===== config.mk =====
export PLATFORM = sky130hd
export DESIGN_NAME = demo_song_player
export DESIGN_NICKNAME = d
export VERILOG_FILES = /design/src/rtl/demo_song_player.sv
export SDC_FILE = /design/constraint.sdc
export NUM_CORES = 1
export LEC_CHECK = 0
export BUFFER_PORTS_ARGS = -buffer_cell sky130_fd_sc_hd__buf_2
export CORE_MARGIN = 5
export CORE_UTILIZATION = 53
export DETAILED_ROUTE_END_ITERATION = 6
export GPL_ROUTABILITY_DRIVEN = 1
export PLACE_DENSITY_LB_ADDON = 0.12
export RECOVER_POWER = 50
export SYNTH_ARGS = -nofsm -noshare
export SYNTH_HDL_FRONTEND = slang
export SYNTH_SLANG_ARGS = --single-unit

===== constraint.sdc =====
create_clock -name clock_i -period 2.93 [get_ports clock_i]
set_clock_uncertainty 0.2 [all_clocks]
set_input_delay 0.1465 -clock clock_i [delete_from_list [all_inputs] [get_ports clock_i]]
set_output_delay 0.1465 -clock clock_i [all_outputs]
set_load 0.02 [all_outputs]

===== src/rtl/demo_song_player.sv =====
// demo_song_player: walks a note ROM and drives PS/2 make/break codes into the tone generator. rev 1.0
// Optional build macro DEMO_SONG_LOOP_EN: replay the note list continuously until stop or reset.
`default_nettype none

module demo_song_player #(
  parameter int STEPS = 58,
  parameter int UNIT  = 16,
  parameter int REL   = 1
) (
  input  logic                     clock_i,
  input  logic                     reset_i,
  input  logic                     start_i,
  input  logic                     stop_i,
  input  logic                     pause_i,
  output logic [$clog2(STEPS)-1:0] note_addr_o,
  input  logic [7:0]               note_data_i,
  output logic [7:0]               key_code_o,
  output logic                     busy_o,
  output logic                     done_o
);

  localparam int AW = $clog2(STEPS);
  localparam int CW = $clog2(16*UNIT);
  localparam int TW = CW + 1;
  localparam logic [7:0]    KEY_REL   = 8'hF0;
  localparam logic [AW-1:0] LAST_STEP = AW'(STEPS-1);

  typedef enum logic [2:0] {IDLE, FETCH, LOAD, PLAY, DONE} state_t;

  state_t        state_q;
  logic [AW-1:0] step_q;
  logic [CW-1:0] cnt_q;
  logic [7:0]    pitch_q;
  logic [4:0]    units_q;
  logic [7:0]    key_q;
  logic          busy_q;
  logic          done_q;

  logic [7:0]    pitch_dec;
  logic [4:0]    units_dec;
  logic [TW-1:0] total;
  logic [TW-1:0] cnt_d;

  always_comb begin
    pitch_dec = KEY_REL;
    case (note_data_i[3:0])
      4'd1:    pitch_dec = 8'h2B;
      4'd2:    pitch_dec = 8'h34;
      4'd3:    pitch_dec = 8'h33;
      4'd4:    pitch_dec = 8'h3B;
      4'd5:    pitch_dec = 8'h42;
      4'd6:    pitch_dec = 8'h4B;
      4'd7:    pitch_dec = 8'h4C;
      4'd10:   pitch_dec = 8'h52;
      default: pitch_dec = KEY_REL;
    endcase
  end

  // A zero unit count marks end of song.
  always_comb begin
    units_dec = 5'd0;
    case (note_data_i[7:4])
      4'hF:    units_dec = 5'd1;
      4'h8:    units_dec = 5'd2;
      4'h9:    units_dec = 5'd3;
      4'h1:    units_dec = 5'd4;
      4'h3:    units_dec = 5'd6;
      4'h2:    units_dec = 5'd8;
      4'h4:    units_dec = 5'd16;
      default: units_dec = 5'd0;
    endcase
  end

  assign total = TW'(units_q) * TW'(UNIT);
  assign cnt_d = TW'(cnt_q) + TW'(1);

  always_ff @(posedge clock_i or posedge reset_i) begin
    if (reset_i) begin
      state_q <= IDLE;
      step_q  <= '0;
      cnt_q   <= '0;
      pitch_q <= KEY_REL;
      units_q <= '0;
      key_q   <= KEY_REL;
      busy_q  <= 1'b0;
      done_q  <= 1'b0;
    end else begin
      done_q <= 1'b0;
      if (stop_i) begin
        state_q <= IDLE;
        step_q  <= '0;
        cnt_q   <= '0;
        key_q   <= KEY_REL;
        busy_q  <= 1'b0;
      end else begin
        case (state_q)
          IDLE: begin
            key_q  <= KEY_REL;
            step_q <= '0;
            if (start_i) begin
              state_q <= FETCH;
              busy_q  <= 1'b1;
            end
          end
          FETCH: state_q <= LOAD;
          LOAD: begin
            pitch_q <= pitch_dec;
            units_q <= units_dec;
            cnt_q   <= '0;
            if (units_dec == 5'd0) begin
              state_q <= DONE;
              done_q  <= 1'b1;
            end else begin
              state_q <= PLAY;
              key_q   <= pitch_dec;
            end
          end
          PLAY: begin
            if (!pause_i) begin
              // Key code is registered, so it is computed for the count being entered.
              if (cnt_d == total) begin
                key_q <= KEY_REL;
                cnt_q <= '0;
                if (step_q == LAST_STEP) begin
                  state_q <= DONE;
                  done_q  <= 1'b1;
                end else begin
                  step_q  <= step_q + AW'(1);
                  state_q <= FETCH;
                end
              end else begin
                cnt_q <= cnt_d[CW-1:0];
                key_q <= (cnt_d < total - TW'(REL)) ? pitch_q : KEY_REL;
              end
            end
          end
          DONE: begin
            step_q <= '0;
            key_q  <= KEY_REL;
`ifdef DEMO_SONG_LOOP_EN
            state_q <= FETCH;
`else
            state_q <= IDLE;
            busy_q  <= 1'b0;
`endif
          end
          default: state_q <= IDLE;
        endcase
      end
    end
  end

  assign note_addr_o = step_q;
  assign key_code_o  = key_q;
  assign busy_o      = busy_q;
  assign done_o      = done_q;

endmodule

`default_nettype wire


-- After elaboration in Yosys (flattened, before gate mapping)
Memories as Yosys holds them, arrays and structs flattened.
Cells that the tools add are included.
- register bits after elaboration: 40
- bits in read-only memories: 128
- input bits: 13
- output and inout bits: 16
- logic and storage cells: 77
- memories kept: 1
- memories (name ; words ; bits a word ; read ports ; clocked after memory_dff ; write ports ; line ; source):
    (no name shown) ; 16 ; 8 ; 1 ; 0 ; 0 ; 46 ; case (note_data_i[3:0])
- $add $sub $neg: 3
- magnitude comparators: 1
- equality and inequality tests: 18
- mux-type cells: 32
- bitwise operators: 1
- reductions and logical operators: 13
- operators by type and width (cell ; number):
    2-to-1 mux 8 bit ; 8
    one-hot mux 5 bit (7 select lines) ; 1
    2-to-1 mux 6 bit ; 4
    one-hot mux 8 bit (3 select lines) ; 1
    2-to-1 mux 3 bit ; 6
    one-hot mux 8 bit (2 select lines) ; 1
    != test 3 bit, second input constant ; 5
    == test 4 bit, second input constant ; 3
    one-hot mux 3 bit (4 select lines) ; 1
    one-hot mux 6 bit (2 select lines) ; 1
    adder 8 x 1 -> 9 bit, second input constant ; 1
    == test 9 bit ; 1
    < comparator 9 bit ; 1
    nonzero test 3 bit ; 3
    subtractor 9 x 1 -> 9 bit, second input constant ; 1
    == test 4 x 2 -> 1 bit, second input constant ; 2
    2-to-1 mux 1 bit ; 7
    adder 6 x 1 -> 6 bit, second input constant ; 1
    == test 3 x 2 -> 1 bit, second input constant ; 2
    == test 6 bit, second input constant ; 1
    AND reduction 2 bit ; 3
    AND reduction 3 bit ; 2
    zero test 5 bit ; 1
    == test 4 x 1 -> 1 bit, second input constant ; 1
    other kinds (9) ; 10

-- Longest topological paths before layout
Gate-level depths: netlist of run 1.
- word-level depth: 7
- gate-level depth with buffers: 9
- mapped depth without buffers: 9

-- Worst setup path after synthesis of run 1
No wires, ideal clock.
- path type: flip-flop to flip-flop
- start point: register cnt_q[5]
- end point: register key_q[4], in the netlist key_code_o[4]
- setup time: 0.080 ns
- data arrival time: 2.564 ns
- data required time: 2.650 ns
- path slack: 0.086 ns
- stages on the path, launching flop included: 10
- path buffers: 1
- period minus slack after synthesis: 2.844 ns
- cell sequence: dfrtp_1 -> clkbuf_1 -> and4_1 -> and2_1 -> xor2_1 -> ha_1 -> a21o_1 -> a2111oi_0 -> o2111ai_1 -> o221a_2
- cells in the longest elaborated chain, start to end: 7
- elaborated cells on any way between the ends: 8
- classes of those cells: add/sub (1); order compare (1); eq/ne (1); mux (5)
- RTL lines (item ; line ; source):
    start: declaration ; 32 ; logic [CW-1:0] cnt_q;
    start signal: assignment ; 132 ; cnt_q <= cnt_d[CW-1:0];
    adder 8 x 1 -> 9 bit * ; 75 ; assign cnt_d = TW'(cnt_q) + TW'(1);
    < comparator 9 bit ; 133 ; key_q <= (cnt_d < total - TW'(REL)) ? pitch_q : KEY_REL;
    2-to-1 mux 8 bit ; 133 ;
    2-to-1 mux 8 bit * ; 121 ; if (cnt_d == total) begin
    2-to-1 mux 8 bit * ; 119 ; if (!pause_i) begin
    one-hot mux 8 bit (3 select lines) * ; 96 ; case (state_q)
    2-to-1 mux 8 bit * ; 89 ; if (stop_i) begin
    end signal: assignment ; 115 ; key_q <= pitch_dec;
    end signal: assignment ; 133 ;
    end: declaration ; 35 ; logic [7:0] key_q;
Mark *: on every way between the ends. The rest lies on a longest branch, timed or not. The select of a mux whose other input is x is not followed.
A chain may end at the register's enable or synchronous reset.

-- Final worst setup path of run 1
- start point: register cnt_q[0]
- end point: register key_q[4], in the netlist key_code_o[4]
The elaborated chain is that of the path after synthesis.

==> results of run 1 <==
## cells in the final DEF (no fill, tap or decap), types with 5 or more instances in the layout
cell type,count
o31ai_1,5
dfstp_2,8
a21oi_1,7
nor2b_1,5
dlygate4sd3_1,6
dfrtp_1,32
xnor2_1,7
clkbuf_8,5
inv_1,13
nor2_1,24
nor3_1,9
xor2_1,8
o21ai_0,21
nand3_1,9
buf_4,14
ha_1,9
nand2_1,34
buf_2,21
clkbuf_1,7
## worst min-delay path by stage
| stage | startpoint | end | cells after the start |
|---|---|---|---|
| 6_report | note_data_i[1] | pitch_q[7] | 4 |
| 5_1_grt | stop_i | cnt_q[7] | 2 |
| 4_1_cts | note_data_i[1] | pitch_q[7] | 4 |
| 3_5_place_dp | reset_i | key_code_o[0] | 3 |
| 3_3_place_gp | reset_i | note_addr_o[0] | 3 |
| 2_1_floorplan | note_data_i[6] | units_q[1] | 1 |
## Yosys cell counts (2+ instances only)
master,number
a21o_1,4
inv_1,13
nor3_1,9
nor2_1,25
nand2_1,34
dfstp_2,8
or4_1,4
o21ai_0,21
a22oi_1,4
a32oi_1,4
a21oi_1,7
nor2b_1,5
o221a_2,4
mux2_2,3
and2_1,3
nor4bb_1,2
and3_1,3
ha_1,10
xnor2_1,8
and4_1,2
a31oi_1,3
nand4_1,4
a211o_1,2
nand3_1,10
dfrtp_1,32
nand2b_1,3
o31ai_1,5
or3_1,3
clkbuf_1,13
xor2_1,8
o211ai_1,4
## final cells by class
| cell class | instances | area, sq um | share of cell area [%] |
|---|---|---|---|
| multi-input cells | 213 | 1420 | 48.3 |
| inverters | 13 | 48.8 | 1.66 |
| well taps | 54 | 67.6 | 2.30 |
| clock buffers | 5 | 68.8 | 2.34 |
| repair buffers | 49 | 302 | 10.3 |
| clock inverters | 3 | 18.8 | 0.639 |
| flip-flops and latches | 40 | 1010 | 34.4 |
## sequential cells by signal (all words and copies together), names as in the netlist
register     flops
busy_o           1
cnt_q            8
done_o           1
key_code_o       8
note_addr_o      6
pitch_q          8
state_q          3
units_q          5
## power by group
group          switching, mW  internal, mW
sequential            0.0588         0.640
clock                  0.203         0.166
combinational          0.177         0.137
## logic make-up (layout without fill, tap and decap cells)
family | count (synthesis) | after routing | share of synthesized area, %
AO/OA/AOI/OAI | 71 | 71 | 20.6
XOR/XNOR | 16 | 16 | 5.57
adder cells (fa/ha/maj) | 10 | 10 | 4.97
buffers and inverters | 29 | 70 | 4.72
flip-flops | 40 | 40 | 40.2
multiplexers | 3 | 3 | 1.34
AND/OR/NAND/NOR | 113 | 113 | 22.7
## repair_timing
item | 4_1_cts | 5_1_grt
resized for setup | 0 | 8
hold buffers | 6 | 0
hold endpoints to repair | 37 | 0
setup endpoints to repair | 0 | 19
buffers inserted | 0 | 2
## through the flow
step / instance area, sq um / setup TNS, ns
after detailed placement: 2750 / 0
after floorplan: 2520 / 0
after global routing: 2940 / -0.0390
after global placement: 2750 / 0
final: 2940 / 0
after CTS: 2900 / 0
## tightest hold or removal path: cells and delay by family
| family | cells | cell delay, ns |
|---|---|---|
| AO/OA/AOI/OAI | 2 | 0.17 |
| buffers and inverters | 1 | 0.14 |
| AND/OR/NAND/NOR | 1 | 0.06 |
## metal layers
metal	up-vias	GRT usage [%]	part of all wire [%]	wire [um]
met5	-	0	0	0
met4	0	7.73	0.96	57
met3	6	4.42	7.2	425
met2	95	31.2	45	2690
met1	1070	28.4	46	2760
li1	1100	-	-	-
==> reports/qor.csv, run 1 <==
stage,metric,value,unit
outcome,status,"finished, final reports clean",
critical_path,origin of the critical flop-to-flop path,cnt_q[0],
finish,Fill cells,412,
yosys,Syn Inst Count,282,
yosys,cell area after synthesis,2520,sq um
yosys,Yosys reg bits,40,
place,Inst Count DP,361,
critical_path,Crit-path slowest cell,dfrtp_1,
grt,pin count of the biggest net entering global routing,41,
yosys,sequential element share of the synthesized area,40.2,%
cts,Num CTS Buffers,5,
grt,wire length of the first global-routing pass,10.1,mm
yosys,Mapped Avg Cell Area,8.93,sq um
yosys,Post-synth EDFFs,0,
yosys,area share of the leading cell type in the synthesized netlist,31.8,%
finish,final std cells w/o fill,377,
finish,Area Growth Syn to Fin,16.6,%
detailed_routing,via-per-instance ratio,6.02,
critical_path,"Data arrival, critical path",2.88,ns
cts,Root Buffer,clkbuf_8,
critical_path,Worst Setup End Kind,flop,
place,placer congestion estimate,0.965,
critical_path,Critical Path RT,2.95,ns
floorplan,io pins,29,
cts,H-tree Lvls,2,
critical_path,register-to-register setup slack,0.07,ns
critical_path,total number of cells along the worst setup path,10,
sta,minimum clock period,2.86,ns
critical_path,critical path class,reg2reg,
sta,fin. max-slew vios,0,
detailed_routing,WL/cell,15.7,um
critical_path,"most used cell, CP",buf_4,
critical_path,Critical Path Max Stage Delay,0.38,ns
yosys,"Warnings, synthesis",0,
finish,Antenna diodes,0,
floorplan,Starting Density,54.0,%
yosys,fraction of registers with async set/reset,100,%
detailed_routing,drt first-iter violations,225,
run,# Max-Cap Violations,0,
detailed_routing,DRT antenna net count,0,
detailed_routing,DRT Pass-1 Iters,5,
yosys,Syn Nets,305,
power,P per Cell Area,471,nW/um^2
floorplan,Die Wd,78.9,um
yosys,largest area contributor in the netlist,dfrtp_1,
cts,CTS tree,built,
floorplan,Core Region,4660,sq um
finish,Util after Layout,63.0,%
yosys,ys flop type,dfrtp_1,
cts,CTS Sinks,40,
critical_path,cell family with most CP delay,compound AO/OA/AOI/OAI gates,
place,Setup WS pre-CTS,0.0364,ns
sta,final hold vios,0,
detailed_routing,via count,2271,
critical_path,Crit path buffers/inverters,2,
sta,Setup Viol. Count Final,0,
detailed_routing,Routed WL,5.94,mm
sta,Final WS setup,0.0673,ns
place,IO buf count,28,
grt,grt total ovfl,0,
yosys,dominant cells by area after synthesis,"dfrtp_1 (32%), dfstp_2 (8.3%), nand2_1 (5.1%), ha_1 (5.0%), o21ai_0 (4.2%)",
critical_path,worst-path cell chain,buf_4 -> and3_1 -> and2_1 -> xor2_1 -> ha_1 -> a21o_1 -> a2111oi_2 -> o2111ai_1 -> buf_4 -> o221a_2,
yosys,Cell variety after synth,53,
cts,latest clock arrival within the worst-skew pair,0.30,ns
cts,Clock Path Buffers,2,
critical_path,CP max FO,8,
worst_hold_path,Tightest Hold Check Type,in2reg,
place,Detail Placement HPWL,4.27,mm
sta,worst slew pin tran,1.08,ns
cts,Worst-path clk slew,0.09,ns
detailed_routing,drt drc,0,
critical_path,RR Endpoint,key_code_o[4],
grt,global-route usage over all layers,20.4,%
finish,nets,345,
sta,Slew HR,28.1,%
sta,final worst path period share,97.7,%
critical_path,worst r2r path cells,10,
power,total power,1.38,mW
sta,Fmax achieved,0.349,GHz
grt,initial antenna violation count,0,
grt,vias in the first global route,2215,
floorplan,die height,78.9,um
power,LEAKAGE,1.33,nW
floorplan,Rows,25,
power,Max rail drop VDD,0.350,mV
critical_path,Worst setup endpoint,key_code_o[4],
floorplan,area of the die,6230,sq um
sta,final hold slack,0.0146,ns
critical_path,Startpoint Class,flop,
critical_path,Crit. Startpoint,cnt_q[0],
finish,share of cells above drive strength 1,21.4,%
Power figures use the tool's default switching activity.
==> inputs of run 2 (changes only) <==
--- a/config.mk
+++ b/config.mk
@@ -11,7 +11,6 @@
 export DETAILED_ROUTE_END_ITERATION = 6
 export GPL_ROUTABILITY_DRIVEN = 1
 export PLACE_DENSITY_LB_ADDON = 0.12
-export RECOVER_POWER = 50
 export SYNTH_ARGS = -nofsm -noshare
 export SYNTH_HDL_FRONTEND = slang
 export SYNTH_SLANG_ARGS = --single-unit
==> run 2 against run 1 <==
Effect of this change: via count is 0.26% lower; non-clock buffer count unchanged; critical path depth unchanged; first-iteration DRC count down 3.1%; highest routed layer unchanged.
==> reports/qor.csv, run 2 (synthesis results as in run 1) <==
stage,metric,value,unit,change
outcome,status,"finished, final reports clean",,
grt,grt total ovfl,0,,unchanged
sta,final worst path period share,96.8,%,-0.90 points
floorplan,Rows,25,,unchanged
finish,most frequent cells in the layout,"nand2_1 (34), dfrtp_1 (32), buf_2 (28)",,
grt,global-route usage over all layers,20.4,%,unchanged
power,share of total power in the clock network,26.6,%,about the same
floorplan,Core Region,4660,sq um,unchanged
place,Area after DPL,2750,sq um,unchanged
sta,worst slew pin tran,1.08,ns,+0.000228 ns
grt,vias in the first global route,2215,,unchanged
finish,"most common cell after layout, fill and taps aside",nand2_1,,
critical_path,"Data arrival, critical path",2.86,ns,-0.02 ns
power,Net Sw Power,437,uW,-0.38%
detailed_routing,DRT antenna net count,0,,unchanged
detailed_routing,WL/cell,15.8,um,+0.37%
grt,wire length of the first global-routing pass,10.1,mm,unchanged
power,register share of total power,50.6,%,about the same
place,Inst Count DP,361,,unchanged
cts,H-tree Lvls,2,,unchanged
critical_path,Crit path buffers/inverters,2,,unchanged
detailed_routing,DRT Pass-1 Iters,4,,-1
cts,Worst-path clk slew,0.09,ns,about the same
place,placer congestion estimate,0.965,,unchanged
floorplan,area of the die,6230,sq um,unchanged
finish,Antenna diodes,0,,unchanged
sta,Slew HR,28.1,%,about the same
critical_path,Crit-path slowest cell,dfrtp_1,,
sta,Setup Viol. Count Final,0,,unchanged
critical_path,CP max FO,8,,unchanged
sta,Fmax achieved,0.353,GHz,+0.93%
sta,Final WS setup,0.0937,ns,+0.0265 ns
critical_path,Worst Setup End Kind,flop,,
finish,Util after Layout,63.2,%,+0.24 points
sta,fin. max-slew vios,0,,unchanged
critical_path,Startpoint Class,flop,,
detailed_routing,via count,2265,,-0.26%
grt,pin count of the biggest net entering global routing,41,,unchanged
floorplan,io pins,29,,unchanged
finish,final std cells w/o fill,377,,unchanged
place,Setup WS pre-CTS,0.0364,ns,unchanged
power,LEAKAGE,1.36,nW,+2.3%
critical_path,worst-path cell chain,buf_4 -> and3_1 -> and2_1 -> xor2_1 -> ha_1 -> a21o_1 -> a2111oi_2 -> o2111ai_1 -> buf_4 -> o221a_2,,
critical_path,Critical Path Max Stage Delay,0.38,ns,about the same
cts,Clock Path Buffers,2,,unchanged
floorplan,Die Wd,78.9,um,unchanged
floorplan,die height,78.9,um,unchanged
cts,CTS tree,built,,
power,Sw Ratio,31.6,%,-0.10 points
detailed_routing,via-per-instance ratio,6.01,,-0.26%
critical_path,critical path class,reg2reg,,
sta,final hold slack,0.0166,ns,+0.00200 ns
detailed_routing,Routed WL,5.96,mm,+0.37%
cts,latest clock arrival within the worst-skew pair,0.30,ns,about the same
sta,final hold vios,0,,unchanged
power,Max rail drop VDD,0.348,mV,-0.54%
place,IO buf count,28,,unchanged
critical_path,"most used cell, CP",buf_4,,
floorplan,Starting Density,54.0,%,unchanged
run,# Max-Cap Violations,0,,unchanged
cts,Root Buffer,clkbuf_8,,
place,Detail Placement HPWL,4.27,mm,unchanged
power,combinational fraction of design power,22.8,%,about the same
cts,Num CTS Buffers,5,,unchanged
critical_path,cell family with most CP delay,compound AO/OA/AOI/OAI gates,,
detailed_routing,drt drc,0,,unchanged
detailed_routing,drt first-iter violations,218,,-3.1%
sta,minimum clock period,2.84,ns,-0.0265 ns
finish,post-route cell area,2950,sq um,+0.38%
finish,share of cells above drive strength 1,23.5,%,+2.2 points
finish,Fill cells,406,,-1.5%
power,Int Pwr,944,uW,+0.10%
grt,initial antenna violation count,0,,unchanged
cts,CTS Sinks,40,,unchanged
power,P per Cell Area,469,nW/um^2,-0.43%
critical_path,Critical Path RT,2.95,ns,about the same
finish,nets,345,,unchanged
finish,Area Growth Syn to Fin,17.0,%,
worst_hold_path,Tightest Hold Check Type,in2reg,,
==> run 2: worst min-delay path, stage by stage <==
cell     delay (ns)
buf_2          0.14
nand2_1        0.06
o21ai_0        0.09
o21ai_0        0.08
==> run 2: final timing paths <==
| path | start | endpoint | slack, ns | cells past startpoint |
|---|---|---|---|---|
| hold / removal | note_data_i[1] | pitch_q[7] | 0.02 | 4 |
| setup reg to reg | cnt_q[0] | key_code_o[4] | 0.09 | 10 |
| max in group asynchronous | reset_i | key_code_o[4] | 1.83 | 4 |
| min in group asynchronous | reset_i | key_code_o[0] | 0.31 | 4 |
| setup / recovery | cnt_q[0] | key_code_o[4] | 0.09 | 10 |
| hold reg to reg | pitch_q[5] | pitch_q[5] | 0.28 | 2 |
==> run 2: layer usage <==
metal	global-route usage (%)	up-vias	share of wire, %
met3	4.42	10	6.3
met1	28.4	1062	47
met2	31.2	89	46
met4	7.73	0	1.2
li1	-	1104	-
met5	0	-	0
==> run 2: power by group through the flow <==
| stage | Clock [mW] | Combinational, mW | Sequential, mW |
|---|---|---|---|
| after CTS | 0.379 | 0.309 | 0.698 |
| after global routing | 0.406 | 0.355 | 0.709 |
| after global placement | 0 | 0.297 | 0.707 |
| final | 0.368 | 0.315 | 0.698 |
| after floorplan | 0 | 0.236 | 0.688 |
| after detailed placement | 0 | 0.302 | 0.708 |
==> run 2: per-stage QoR <==
stage | setup TNS (ns) | total power, mW
floorplan | 0 | 0.924
global placement | 0 | 1.00
detailed placement | 0 | 1.01
CTS | 0 | 1.39
global route | -0.0390 | 1.47
finish | 0 | 1.38
==> run 2: area by class of cell <==
| cell class | count | area, sq um | share of cell area (%) |
|---|---|---|---|
| clock buffers | 5 | 68.8 | 2.34 |
| repair buffers | 49 | 313 | 10.6 |
| inverters | 13 | 48.8 | 1.66 |
| flip-flops and latches | 40 | 1010 | 34.3 |
| well taps | 54 | 67.6 | 2.29 |
| clock inverters | 3 | 18.8 | 0.637 |
| multi-input cells | 213 | 1420 | 48.2 |
==> run 2: timing repair <==
item,in CTS,in global routing
hold buffers,6,0
hold endpoints to repair,37,0
resized for setup,0,8
endpoints found under the setup margin,0,19
buffers inserted,0,2
==> inputs of run 3 (changes only) <==
==> constraint.sdc (replaced) <==
create_clock -name clock_i -period 2.93 [get_ports clock_i]
set_clock_uncertainty 0.2 [all_clocks]
set_input_delay 0 -clock clock_i [delete_from_list [all_inputs] [get_ports clock_i]]
set_output_delay 0 -clock clock_i [all_outputs]
set_load 0.02 [all_outputs]
==> run 3 against run 2 <==
Effect of this change: sequential power hardly changed; routed wire length is 1.4% higher; maximum frequency is 2.2% higher; global-route usage is 0.60 points higher; combinational power is 7.6% higher; clock-buffer cell count is 1 higher; die area stayed put; worst hold slack better by 0.12 ns; critical path type unchanged; largest cell class unchanged.
==> reports/qor.csv, run 3 (synthesis results as in run 1) <==
stage,metric,value,unit,change
sta,worst slew pin tran,1.06,ns,-0.0225 ns
sta,unrepaired setup endpoints after global routing,no,,
place,Setup WS pre-CTS,0.0345,ns,-0.00190 ns
power,Max rail drop VDD,0.347,mV,-0.39%
power,Sw Ratio,29.3,%,-2.4 points
place,Inst Count DP,361,,unchanged
cts,Worst-path clk slew,0.09,ns,about the same
detailed_routing,Routed WL,6.05,mm,+1.4%
sta,Fmax achieved,0.360,GHz,+2.2%
finish,post-route cell area,3100,sq um,+5.2%
finish,Antenna diodes,0,,unchanged
finish,Util after Layout,66.5,%,+3.3 points
cts,Clock Path Buffers,2,,unchanged
critical_path,Worst Setup End Kind,flop,,
sta,final hold slack,0.134,ns,+0.117 ns
sta,Final WS setup,0.154,ns,+0.0606 ns
detailed_routing,DRT Pass-1 Iters,4,,unchanged
floorplan,io pins,29,,unchanged
grt,initial antenna violation count,0,,unchanged
sta,fin. max-slew vios,0,,unchanged
power,register share of total power,46.0,%,-4.6 points
outcome,status,"finished, final reports clean",,
detailed_routing,WL/cell,15.5,um,-1.9%
power,Net Sw Power,445,uW,+1.9%
sta,Setup Viol. Count Final,0,,unchanged
detailed_routing,DRT antenna net count,0,,unchanged
critical_path,register-to-register setup slack,0.15,ns,+0.06 ns
floorplan,Rows,25,,unchanged
critical_path,"Data arrival, critical path",2.80,ns,-0.06 ns
finish,final std cells w/o fill,390,,+3.4%
power,LEAKAGE,1.42,nW,+4.5%
critical_path,Critical Path RT,2.95,ns,about the same
finish,Area Growth Syn to Fin,23.2,%,
finish,share of cells above drive strength 1,22.9,%,-0.61 points
cts,Num CTS Buffers,5,,unchanged
worst_hold_path,Tightest Hold Check Type,in2async,,
critical_path,worst r2r path cells,10,,unchanged
floorplan,Core Region,4660,sq um,unchanged
sta,Slew HR,29.6,%,+1.5 points
sta,Fin Setup TNS,0,ns,unchanged
cts,H-tree Lvls,2,,unchanged
power,Int Pwr,1.07,mW,+14%
critical_path,origin of the critical flop-to-flop path,cnt_q[0],,
detailed_routing,via-per-instance ratio,5.88,,-2.1%
place,Detail Placement HPWL,4.16,mm,-2.5%
grt,wire length of the first global-routing pass,10.4,mm,+3.3%
floorplan,die height,78.9,um,unchanged
place,Area after DPL,2750,sq um,unchanged
run,# Max-Cap Violations,0,,unchanged
sta,minimum clock period,2.78,ns,-0.0606 ns
power,total power,1.52,mW,+10%
floorplan,Starting Density,54.0,%,unchanged
cts,latest clock arrival within the worst-skew pair,0.29,ns,about the same
power,P per Cell Area,490,nW/um^2,+4.6%
cts,CTS tree,built,,
grt,global-route usage over all layers,21.0,%,+0.60 points
critical_path,CP max FO,8,,unchanged
detailed_routing,drt first-iter violations,220,,+0.92%
floorplan,Die Wd,78.9,um,unchanged
grt,grt total ovfl,0,,unchanged
detailed_routing,drt drc,0,,unchanged
sta,final worst path period share,94.7,%,-2.1 points
detailed_routing,via count,2294,,+1.3%
floorplan,area of the die,6230,sq um,unchanged
finish,most frequent cells in the layout,"nand2_1 (34), dfrtp_1 (32), buf_2 (28)",,
critical_path,critical path class,reg2reg,,
critical_path,Startpoint Class,flop,,
place,IO buf count,28,,unchanged
power,share of total power in the clock network,31.7,%,+5.1 points
grt,vias in the first global route,2234,,+0.86%
power,combinational fraction of design power,22.3,%,-0.5 points
place,placer congestion estimate,0.960,,-0.48%
finish,nets,358,,+3.8%
sta,final hold vios,0,,unchanged
cts,Root Buffer,clkbuf_8,,
finish,"most common cell after layout, fill and taps aside",nand2_1,,
cts,CTS Sinks,40,,unchanged
grt,pin count of the biggest net entering global routing,28,,-32%
critical_path,RR Endpoint,key_code_o[4],,
-- run 3: worst max-delay path by stage --
stage,startpoint,end,slack [ns],depth (start not counted)
2_1_floorplan,cnt_q[5],key_code_o[4],0.09,9
3_3_place_gp,cnt_q[0],key_code_o[7],0.12,10
3_5_place_dp,cnt_q[1],key_code_o[4],0.03,10
4_1_cts,cnt_q[1],key_code_o[4],0.02,10
5_1_grt,cnt_q[1],key_code_o[4],0.004,10
6_report,cnt_q[0],key_code_o[4],0.15,10
-- run 3: critical path, stage by stage (launching register included) --
cell,delay (ns)
dfrtp_1,0.41
buf_4,0.16
and3_1,0.19
and2_4,0.16
xor2_2,0.15
ha_1,0.32
a21o_1,0.17
a2111oi_2,0.34
o2111ai_1,0.15
buf_4,0.19
o221a_2,0.26
-- run 3: power groups by stage --
stage | clock network, mW | logic (mW) | registers (mW)
3_3_place_gp | 0 | 0.297 | 0.707
3_5_place_dp | 0 | 0.302 | 0.709
5_1_grt | 0.514 | 0.388 | 0.710
6_report | 0.482 | 0.339 | 0.699
2_1_floorplan | 0 | 0.236 | 0.688
4_1_cts | 0.493 | 0.336 | 0.698
-- run 3: per-layer routing --
metal / global-route usage [%] / routed length (um) / vias up
li1: - / - / 1127
met1: 28.4 / 2800 / 1094
met2: 34.7 / 2880 / 62
met3: 3.85 / 280 / 11
met4: 5.84 / 84 / 0
met5: 0 / 0 / -
-- run 3: area by class of cell --
type / count / area, sq um
clock buffer: 6 / 82.6
clock inverter: 2 / 38.8
fill: 378 / 1560
inverter: 13 / 48.8
multi-input combinational: 213 / 1410
sequential: 40 / 1010
tap: 54 / 67.6
timing repair buffer: 62 / 440
-- run 3: repair_timing --
| item | CTS | global route |
|---|---|---|
| endpoints found under the setup margin | 0 | 14 |
| gates resized for setup | 0 | 7 |
| hold buffers | 18 | 0 |
| buffers inserted | 0 | 3 |
| hold endpoints to repair | 40 | 0 |
